File: src/rtl/cpuc_grid_ctrl.sv
// Purpose: control end of the CPUC register grid; fetches and decodes micro-instructions
//          and drives one-hot tristate/register enables plus a conditional branch.
// Latency: 1 fetch cycle + ack wait + 1 execute cycle per instruction (min 2 cycles).
// Ports  : clk/rst (async active-low), start; imem_req/addr/ack/rdata fetch port;
//          cond_sel/cond_data branch condition; tristate_en/reg_we grid enables;
//          pc, busy, halted, err status.
module cpuc_grid_ctrl #(
   parameter int NUM_OF_REGS       = 4,
   parameter int NUM_OF_PC         = 1,
   parameter int NUM_OF_COMPONENTS = 8,
   parameter int DATA_WIDTH        = 32,
   parameter int IMEM_DEPTH        = 64,
   localparam int PC_W    = $clog2(IMEM_DEPTH),
   localparam int NCOL    = NUM_OF_REGS + NUM_OF_PC,
   localparam int SRC_W   = $clog2(NUM_OF_COMPONENTS),
   localparam int DST_W   = $clog2(NCOL),
   localparam int INSTR_W = 2 + SRC_W + DST_W + PC_W,
   localparam int TE_W    = NUM_OF_COMPONENTS * NCOL
) (
   input  logic                  clk,
   input  logic                  rst,
   input  logic                  start,
   output logic                  imem_req,
   output logic [PC_W-1:0]       imem_addr,
   input  logic                  imem_ack,
   input  logic [INSTR_W-1:0]    imem_rdata,
   output logic [SRC_W-1:0]      cond_sel,
   input  logic [DATA_WIDTH-1:0] cond_data,
   output logic [TE_W-1:0]       tristate_en,
   output logic [NCOL-1:0]       reg_we,
   output logic [PC_W-1:0]       pc,
   output logic                  busy,
   output logic                  halted,
   output logic                  err
);

   typedef enum logic [1:0] {
      IDLE   = 2'd0,
      FETCH  = 2'd1,
      EXEC   = 2'd2,
      HALTED = 2'd3
   } state_t;

   localparam logic [1:0] OP_NOP  = 2'b00;
   localparam logic [1:0] OP_MOV  = 2'b01;
   localparam logic [1:0] OP_BNZ  = 2'b10;
   localparam logic [1:0] OP_HALT = 2'b11;

   state_t             state;
   state_t             state_nxt;
   logic [INSTR_W-1:0] ir;

   // Instruction register fields, msb->lsb {op, src, dst, target}.
   logic [1:0]       ir_op;
   logic [SRC_W-1:0] ir_src;
   logic [DST_W-1:0] ir_dst;
   logic [PC_W-1:0]  ir_target;

   assign ir_op     = ir[INSTR_W-1 -: 2];
   assign ir_src    = ir[PC_W+DST_W +: SRC_W];
   assign ir_dst    = ir[PC_W +: DST_W];
   assign ir_target = ir[PC_W-1:0];

   // Field legality: field widths may encode more values than exist in the grid.
   logic src_ok;
   logic dst_ok;
   assign src_ok = 32'(ir_src) < NUM_OF_COMPONENTS;
   assign dst_ok = 32'(ir_dst) < NCOL;

   // Sequential pc increment wraps at IMEM_DEPTH even when it is not a power of two.
   logic [PC_W-1:0] pc_inc;
   assign pc_inc = (32'(pc) == IMEM_DEPTH - 1) ? '0 : pc + 1'b1;

   // State register.
   always_ff @(posedge clk or negedge rst) begin
      if (!rst) state <= IDLE;
      else      state <= state_nxt;
   end

   // Next-state logic.
   always_comb begin
      state_nxt = state;
      case (state)
         IDLE:    if (start) state_nxt = FETCH;
         FETCH:   if (imem_ack) state_nxt = EXEC;
         EXEC:    state_nxt = (ir_op == OP_HALT) ? HALTED : FETCH;
         HALTED:  if (start) state_nxt = FETCH;
         default: state_nxt = IDLE;
      endcase
   end

   // Datapath registers: pc, instruction register, sticky error.
   always_ff @(posedge clk or negedge rst) begin
      if (!rst) begin
         pc  <= '0;
         ir  <= '0;
         err <= 1'b0;
      end else begin
         case (state)
            IDLE, HALTED: begin
               if (start) begin
                  pc  <= '0;
                  err <= 1'b0;
               end
            end
            FETCH: begin
               if (imem_ack) ir <= imem_rdata;
            end
            EXEC: begin
               case (ir_op)
                  OP_NOP: pc <= pc_inc;
                  OP_MOV: begin
                     pc <= pc_inc;
                     if (!(src_ok && dst_ok)) err <= 1'b1;
                  end
                  OP_BNZ: begin
                     // An illegal condition source never takes the branch.
                     pc <= (src_ok && (cond_data != '0)) ? ir_target : pc_inc;
                     if (!src_ok) err <= 1'b1;
                  end
                  default: ; // HALT keeps pc
               endcase
            end
            default: ;
         endcase
      end
   end

   // Outputs decode only from state and IR flops so the grid enables never see
   // a combinational path from imem or the condition input.
   always_comb begin
      imem_req    = 1'b0;
      imem_addr   = '0;
      busy        = 1'b0;
      halted      = 1'b0;
      tristate_en = '0;
      reg_we      = '0;
      cond_sel    = '0;
      case (state)
         FETCH: begin
            imem_req  = 1'b1;
            imem_addr = pc;
            busy      = 1'b1;
         end
         EXEC: begin
            busy = 1'b1;
            if (ir_op == OP_MOV && src_ok && dst_ok) begin
               tristate_en = TE_W'(1) << (32'(ir_src) * NCOL + 32'(ir_dst));
               reg_we      = NCOL'(1) << ir_dst;
            end
            if (ir_op == OP_BNZ) cond_sel = ir_src;
         end
         HALTED: halted = 1'b1;
         default: ;
      endcase
   end

endmodule

File: config.mk
export PLATFORM = sky130hd
export DESIGN_NAME = cpuc_grid_ctrl
export DESIGN_NICKNAME = d
export VERILOG_FILES = /design/src/rtl/cpuc_grid_ctrl.sv
export SDC_FILE = /design/constraint.sdc
export NUM_CORES = 1
export LEC_CHECK = 0
export BUFFER_PORTS_ARGS = -buffer_cell sky130_fd_sc_hd__buf_2
export CORE_UTILIZATION = 39
export DETAILED_ROUTE_END_ITERATION = 16
export GPL_TIMING_DRIVEN = 0
export MAX_ROUTING_LAYER = met4
export PLACE_DENSITY = 0.77
export SLEW_MARGIN = 20
export SYNTH_ARGS = -nofsm -noshare
export SYNTH_HDL_FRONTEND = slang
export SYNTH_SLANG_ARGS = --single-unit
File: constraint.sdc
create_clock -name clk -period 2.6 [get_ports clk]
set_input_delay 0.52 -clock clk [delete_from_list [all_inputs] [get_ports clk]]
set_output_delay 0.52 -clock clk [all_outputs]
set_load 0.1 [all_outputs]
==> qor.csv, run 1 <==
metric,value,unit
clkSinkCount,23,
clkTransAtPathRegs,90,ps
port_buffers,113,
syn_nets,273,
syn-cell-area,1790,sq um
yosysTopAreaCellShare,0.321,
pre_cts_slack,-998,ps
cp.required,2080,ps
finalMaxSlewViolations,0,
cp_max_fo,4,
endpoint_kind,output port,
critical_path.max_stage_delay,460,ps
finalHoldViolCount,0,
routabilityCongestion,0.807,
avgSynthCellArea,8.63,sq um
antenna_found_initial,0,
grt_max_degree,24,
drt_first_pass_iters,5,
hp-class,in -> async,
insertion_delay,280,ps
synth-edff-count,0,
wire_per_inst,28.4,microns
grt_pass1_vias,2516,
yosysTopAreaCell,dfrtp_1,
seq_area_frac_synth,0.321,
setup_violations,41,
clockBufferDepth,2,
holdBufCountCts,0,
ys_types,41,
die-area,4880,sq um
fill_cells,126,
dpl.hpwl,4.32,mm
n_antenna_cell,0,
status,"finished, violations left",
ys_ff_latch,23,
setup_slack,-901,ps
die_w,69.8,microns
initial_core_util,0.409,
yosys.area_share.adder,0.109,
violations,setup timing,
fin_nets,417,
holdWs,201,ps
synth_area_leaders,"dfrtp_1 32%, nor2_1 10%, ha_1 9.8%, mux2_2 8.8%, nand3_1 3.6%",
avgViaCountPerCell,6.56,
rsz0062_at_grt,true,
die_h,69.8,microns
synth_compound_gate_area_share,0.0865,
dr_total_vias,2643,
maxCapViolCount,0,
core.rowCount,24,
regArea,578,sq um
drive_gt1_frac,0.712,
synth_top_family_by_area,simple AND/OR/NAND/NOR gates,
slew_headroom,0.531,
synthCells,208,
grt_pass1_wl,14.8,mm
ant_nets,0,
overflow,0,
route.detailed.drc,0,
cp_slowest_cell,dfrtp_1,
cp_cell_sequence,ha_4 > ha_4 > inv_2 > fa_2 > buf_6 > buf_4 > xnor2_4 > buf_6 > nand3_4 > nor2_4 > buf_12,
multi_input_area,1850,sq um
area_growth,125,%
htreeDepth,1,
boundaryPins,114,
cp.arrival,2980,ps
async_flop_share,1.00,
ys_dominant_reg_cell,dfrtp_1,
timing.final.crit_share,1.35,
cts_root_buf,clkbuf_8,
numCtsBuffers,3,
layout_min_cycle_time,3500,ps
max_freq,286,MHz
synth-xor-area-share,0.0244,
critPathLaunchType,register,
clock_skew,7.22,ps
worst_pin_slew,700,ps
synth-simple-area-share,0.314,
core_area,4380,sq um
yosys_warnings,0,
dr.first_iter.drc_count,300,
grt_usage,0.422,
synthMuxAreaShare,0.116,
crit_type,reg -> out,
cts_tree,built,
drt-total-wl,11.4,mm
## worst max-delay path: cells and delay by family (launching register included)
kind	cells	cell delay, ps
adder cells (fa/ha/maj)	3	950
buffers and inverters	5	710
flip-flops	1	460
AND/OR/NAND/NOR	2	380
XOR/XNOR	1	180
## cells in the mapped netlist (5+ instances only)
| master | number |
|---|---|
| nor2_1 | 48 |
| nand2_1 | 10 |
| inv_1 | 9 |
| nand3_1 | 13 |
| and3_1 | 5 |
| mux2i_1 | 5 |
| mux2_2 | 14 |
| dfrtp_1 | 23 |
| ha_1 | 14 |
| nor4_1 | 9 |
| and2_1 | 6 |
## cell usage in the layout, fill, tap and decap left out, types with 6 or more instances in the layout
cell,netlist,layout
buf_2,1,69
buf_12,0,42
nor2_4,0,40
dfrtp_1,23,21
buf_4,0,20
mux2_2,14,14
nor4_1,9,9
ha_4,0,9
buf_6,0,9
nand3_4,0,8
nand2_1,10,8
inv_1,9,6
and2_2,0,6
nor2_1,48,6
## final cells by class
cell class              count  area share
clock buffers               4      0.0111
plain buffers               4     0.00774
multi-input cells         171       0.457
inverters                   9     0.00897
flip-flops and latches     23       0.143
well taps                  52      0.0161
repair buffers            140       0.356
## per-layer routing
metal | track usage | wire length [microns] | up-vias
met5 | - | 0 | -
met4 | 0.347 | 1250 | 0
met3 | 0.105 | 1220 | 113
met2 | 0.684 | 5330 | 295
met1 | 0.430 | 3640 | 1202
li1 | - | - | 1033
## worst paths after layout
kind / from / endpoint / cells after the start / slack [ps]
worst max-delay path: ir[11]$_DFFE_PN0P_ / tristate_en[12] / 11 / -900
worst min-delay path: rst / state[0]$_DFFE_PN0P_ / 1 / 200
worst max register to register: state[1]$_DFFE_PN0P_ / ir[10]$_DFFE_PN0P_ / 5 / 350
worst min register to register: ir[4]$_DFFE_PN0P_ / ir[4]$_DFFE_PN0P_ / 1 / 520
max in group asynchronous: rst / ir[6]$_DFFE_PN0P_ / 1 / 2020
min in group clk: imem_rdata[7] / ir[7]$_DFFE_PN0P_ / 2 / 460
## stage by stage
stage,area [sq um],instances,utilization,TNS (ps)
global route,4040,403,0.922,-35450
global placement,2820,373,0.643,-34210
detailed placement,2820,373,0.643,-36870
floorplan,2190,208,-,-28780
CTS,3840,393,0.875,-27050
finish,4040,403,0.922,-33600
## cells by family (layout without fill, tap and decap cells)
logic type,Yosys count,count (layout)
adders and majority gates,15,15
xor gates and xnor gates,5,5
buffers and inverters,14,157
DFF,23,23
muxes,19,19
and+or+nand+nor,109,109
AOI/OAI and AO/OA,23,23
## flip-flops by register name, indices dropped and copies added, names as in the netlist
| register | flops |
|---|---|
| err | 1 |
| ir | 14 |
| pc | 6 |
| state | 2 |
## repair_timing
| action | in CTS | in global routing |
|---|---|---|
| pin swaps | 31 | 25 |
| gates resized for setup | 201 | 26 |
| setup endpoints to repair | 45 | 45 |
| buffers inserted | 18 | 10 |
Power of run 1 is left out: the tool's default activity adds up to more than one toggle a clock period on the data nets, which glitch-free logic cannot reach.
==> inputs of run 2 (changes only) <==
--- a/config.mk
+++ b/config.mk
@@ -6,6 +6,7 @@
 export NUM_CORES = 1
 export LEC_CHECK = 0
 export BUFFER_PORTS_ARGS = -buffer_cell sky130_fd_sc_hd__buf_2
+export CORE_MARGIN = 5
 export CORE_UTILIZATION = 39
 export DETAILED_ROUTE_END_ITERATION = 16
 export GPL_TIMING_DRIVEN = 0
==> qor.csv, run 2 (synthesis gave the netlist of run 1 again) <==
metric,value,unit,change
status,"finished, violations left",,
violations,setup timing,,
critPathLaunchType,register,,
htreeDepth,1,,unchanged
boundaryPins,114,,unchanged
grt_pass1_wl,14.8,mm,-0.18%
insertion_delay,280,ps,about the same
r2r-end,ir[8]$_DFFE_PN0P_,,
fin_area,3960,sq um,-2.2%
r2r_setup_slack,490,ps,+140 ps
antenna_found_initial,0,,unchanged
maxCapViolCount,0,,unchanged
cts_root_buf,clkbuf_8,,
timing.final.crit_share,1.31,,-0.0344
cts_tree,built,,
routabilityCongestion,0.860,,+6.5%
slew_headroom,0.580,,+0.0492
r2r-start,state[1]$_DFFE_PN0P_,,
setup_slack,-811,ps,+89.5 ps
route.detailed.drc,0,,unchanged
hp-class,in -> async,,
cp.required,2080,ps,about the same
grt_usage,0.330,,-0.0927
final.setup.tns,-29530,ps,+4070 ps
crit_type,reg -> out,,
core.rowCount,24,,unchanged
area_growth,121,%,
multi_input_area,1770,sq um,-4.1%
avgViaCountPerCell,6.11,,-6.9%
finalHoldViolCount,0,,unchanged
numCtsBuffers,3,,unchanged
regArea,578,sq um,unchanged
ant_nets,0,,unchanged
fin_nets,413,,-0.96%
layout_commonest_cell,buf_2,,
drt_first_pass_iters,5,,unchanged
port_buffers,113,,unchanged
die_h,77.8,microns,+11%
endpoint_kind,output port,,
overflow,0,,unchanged
die_w,77.8,microns,+11%
clock_skew,10.2,ps,+2.95 ps
die-area,6060,sq um,+24%
max_freq,293,MHz,+2.6%
worst_pin_slew,627,ps,-73.5 ps
drt-total-wl,10.5,mm,-8.1%
layout_min_cycle_time,3410,ps,-89.5 ps
holdWs,198,ps,-3.00 ps
crit_start,ir[9]$_DFFE_PN0P_,,
cp.arrival,2890,ps,-90 ps
dr.first_iter.drc_count,141,,-53%
initial_core_util,0.406,,-0.00278
clkTransAtPathRegs,90,ps,about the same
critPathCapture,tristate_en[35],,
setup_violations,41,,unchanged
cp_max_fo,4,,unchanged
top_regs,"ir x14, pc x6, state x2",,
clkSinkCount,23,,unchanged
clockBufferDepth,2,,unchanged
final_cell_mix,"70 x buf_2, 43 x buf_12, 40 x nor2_4, 21 x dfrtp_1",,
dr_total_vias,2436,,-7.8%
rsz0062_at_grt,true,,
place_area,2820,sq um,unchanged
core_area,4410,sq um,+0.68%
dpl.hpwl,4.81,mm,+11%
regMostFlops,ir,,
pre_cts_slack,-965,ps,+33.6 ps
finalMaxSlewViolations,0,,unchanged
n_antenna_cell,0,,unchanged
drive_gt1_frac,0.700,,-0.0120
worstRegToRegCells,5,,unchanged
wire_per_inst,26.4,microns,-7.1%
largest_reg_flops,14,,unchanged
fill_cells,169,,+34%
grt_max_degree,24,,unchanged
grt_pass1_vias,2497,,-0.76%
## run 2: critical path, cell delays in order (launching register included)
cell	delay, ps
dfrtp_1	450
ha_4	250
ha_4	280
ha_4	190
a21o_1	180
a21oi_4	270
xor2_4	250
nand4_1	170
buf_6	200
nor2_4	150
buf_12	200
## run 2: per-layer routing
| layer | routed length (microns) | global-route usage | vias to the layer above |
|---|---|---|---|
| li1 | - | - | 1019 |
| met1 | 3250 | 0.327 | 1171 |
| met2 | 5360 | 0.580 | 184 |
| met3 | 1020 | 0.0671 | 62 |
| met4 | 886 | 0.211 | 0 |
| met5 | 0 | - | - |
## run 2: worst min path at each step
| stage | startpoint | slack, ps | end | depth (start not counted) |
|---|---|---|---|---|
| 2_1_floorplan | rst | 220 | err$_DFFE_PN0P_ | 0 |
| 3_3_place_gp | ir[2]$_DFFE_PN0P_ | 490 | ir[2]$_DFFE_PN0P_ | 1 |
| 3_5_place_dp | err$_DFFE_PN0P_ | 490 | err$_DFFE_PN0P_ | 1 |
| 4_1_cts | rst | 230 | pc[5]$_DFFE_PN0P_ | 1 |
| 5_1_grt | rst | 240 | err$_DFFE_PN0P_ | 1 |
| 6_report | rst | 200 | state[0]$_DFFE_PN0P_ | 1 |
## run 2: per-stage QoR
stage                util  instances
detailed placement  0.638        373
CTS                 0.878        397
global route        0.896        399
floorplan               -        208
finish              0.896        399
global placement    0.638        373
## run 2: cell type report
type                            instances  area share
Multi-Input combinational cell        171       0.448
Timing Repair Buffer                  136       0.363
Sequential cell                        23       0.146
Clock buffer                            4      0.0114
Tap cell                               52      0.0164
Buffer                                  4     0.00633
Inverter                                9     0.00854
## run 2: repair_timing
action                                  4_1_cts  5_1_grt
hold buffers                                  0        0
endpoints found under the setup margin       45       45
buffers inserted                             21        3
gates resized for setup                     205       13
pin swaps                                    27       22
Power of run 2 is left out for the same reason.
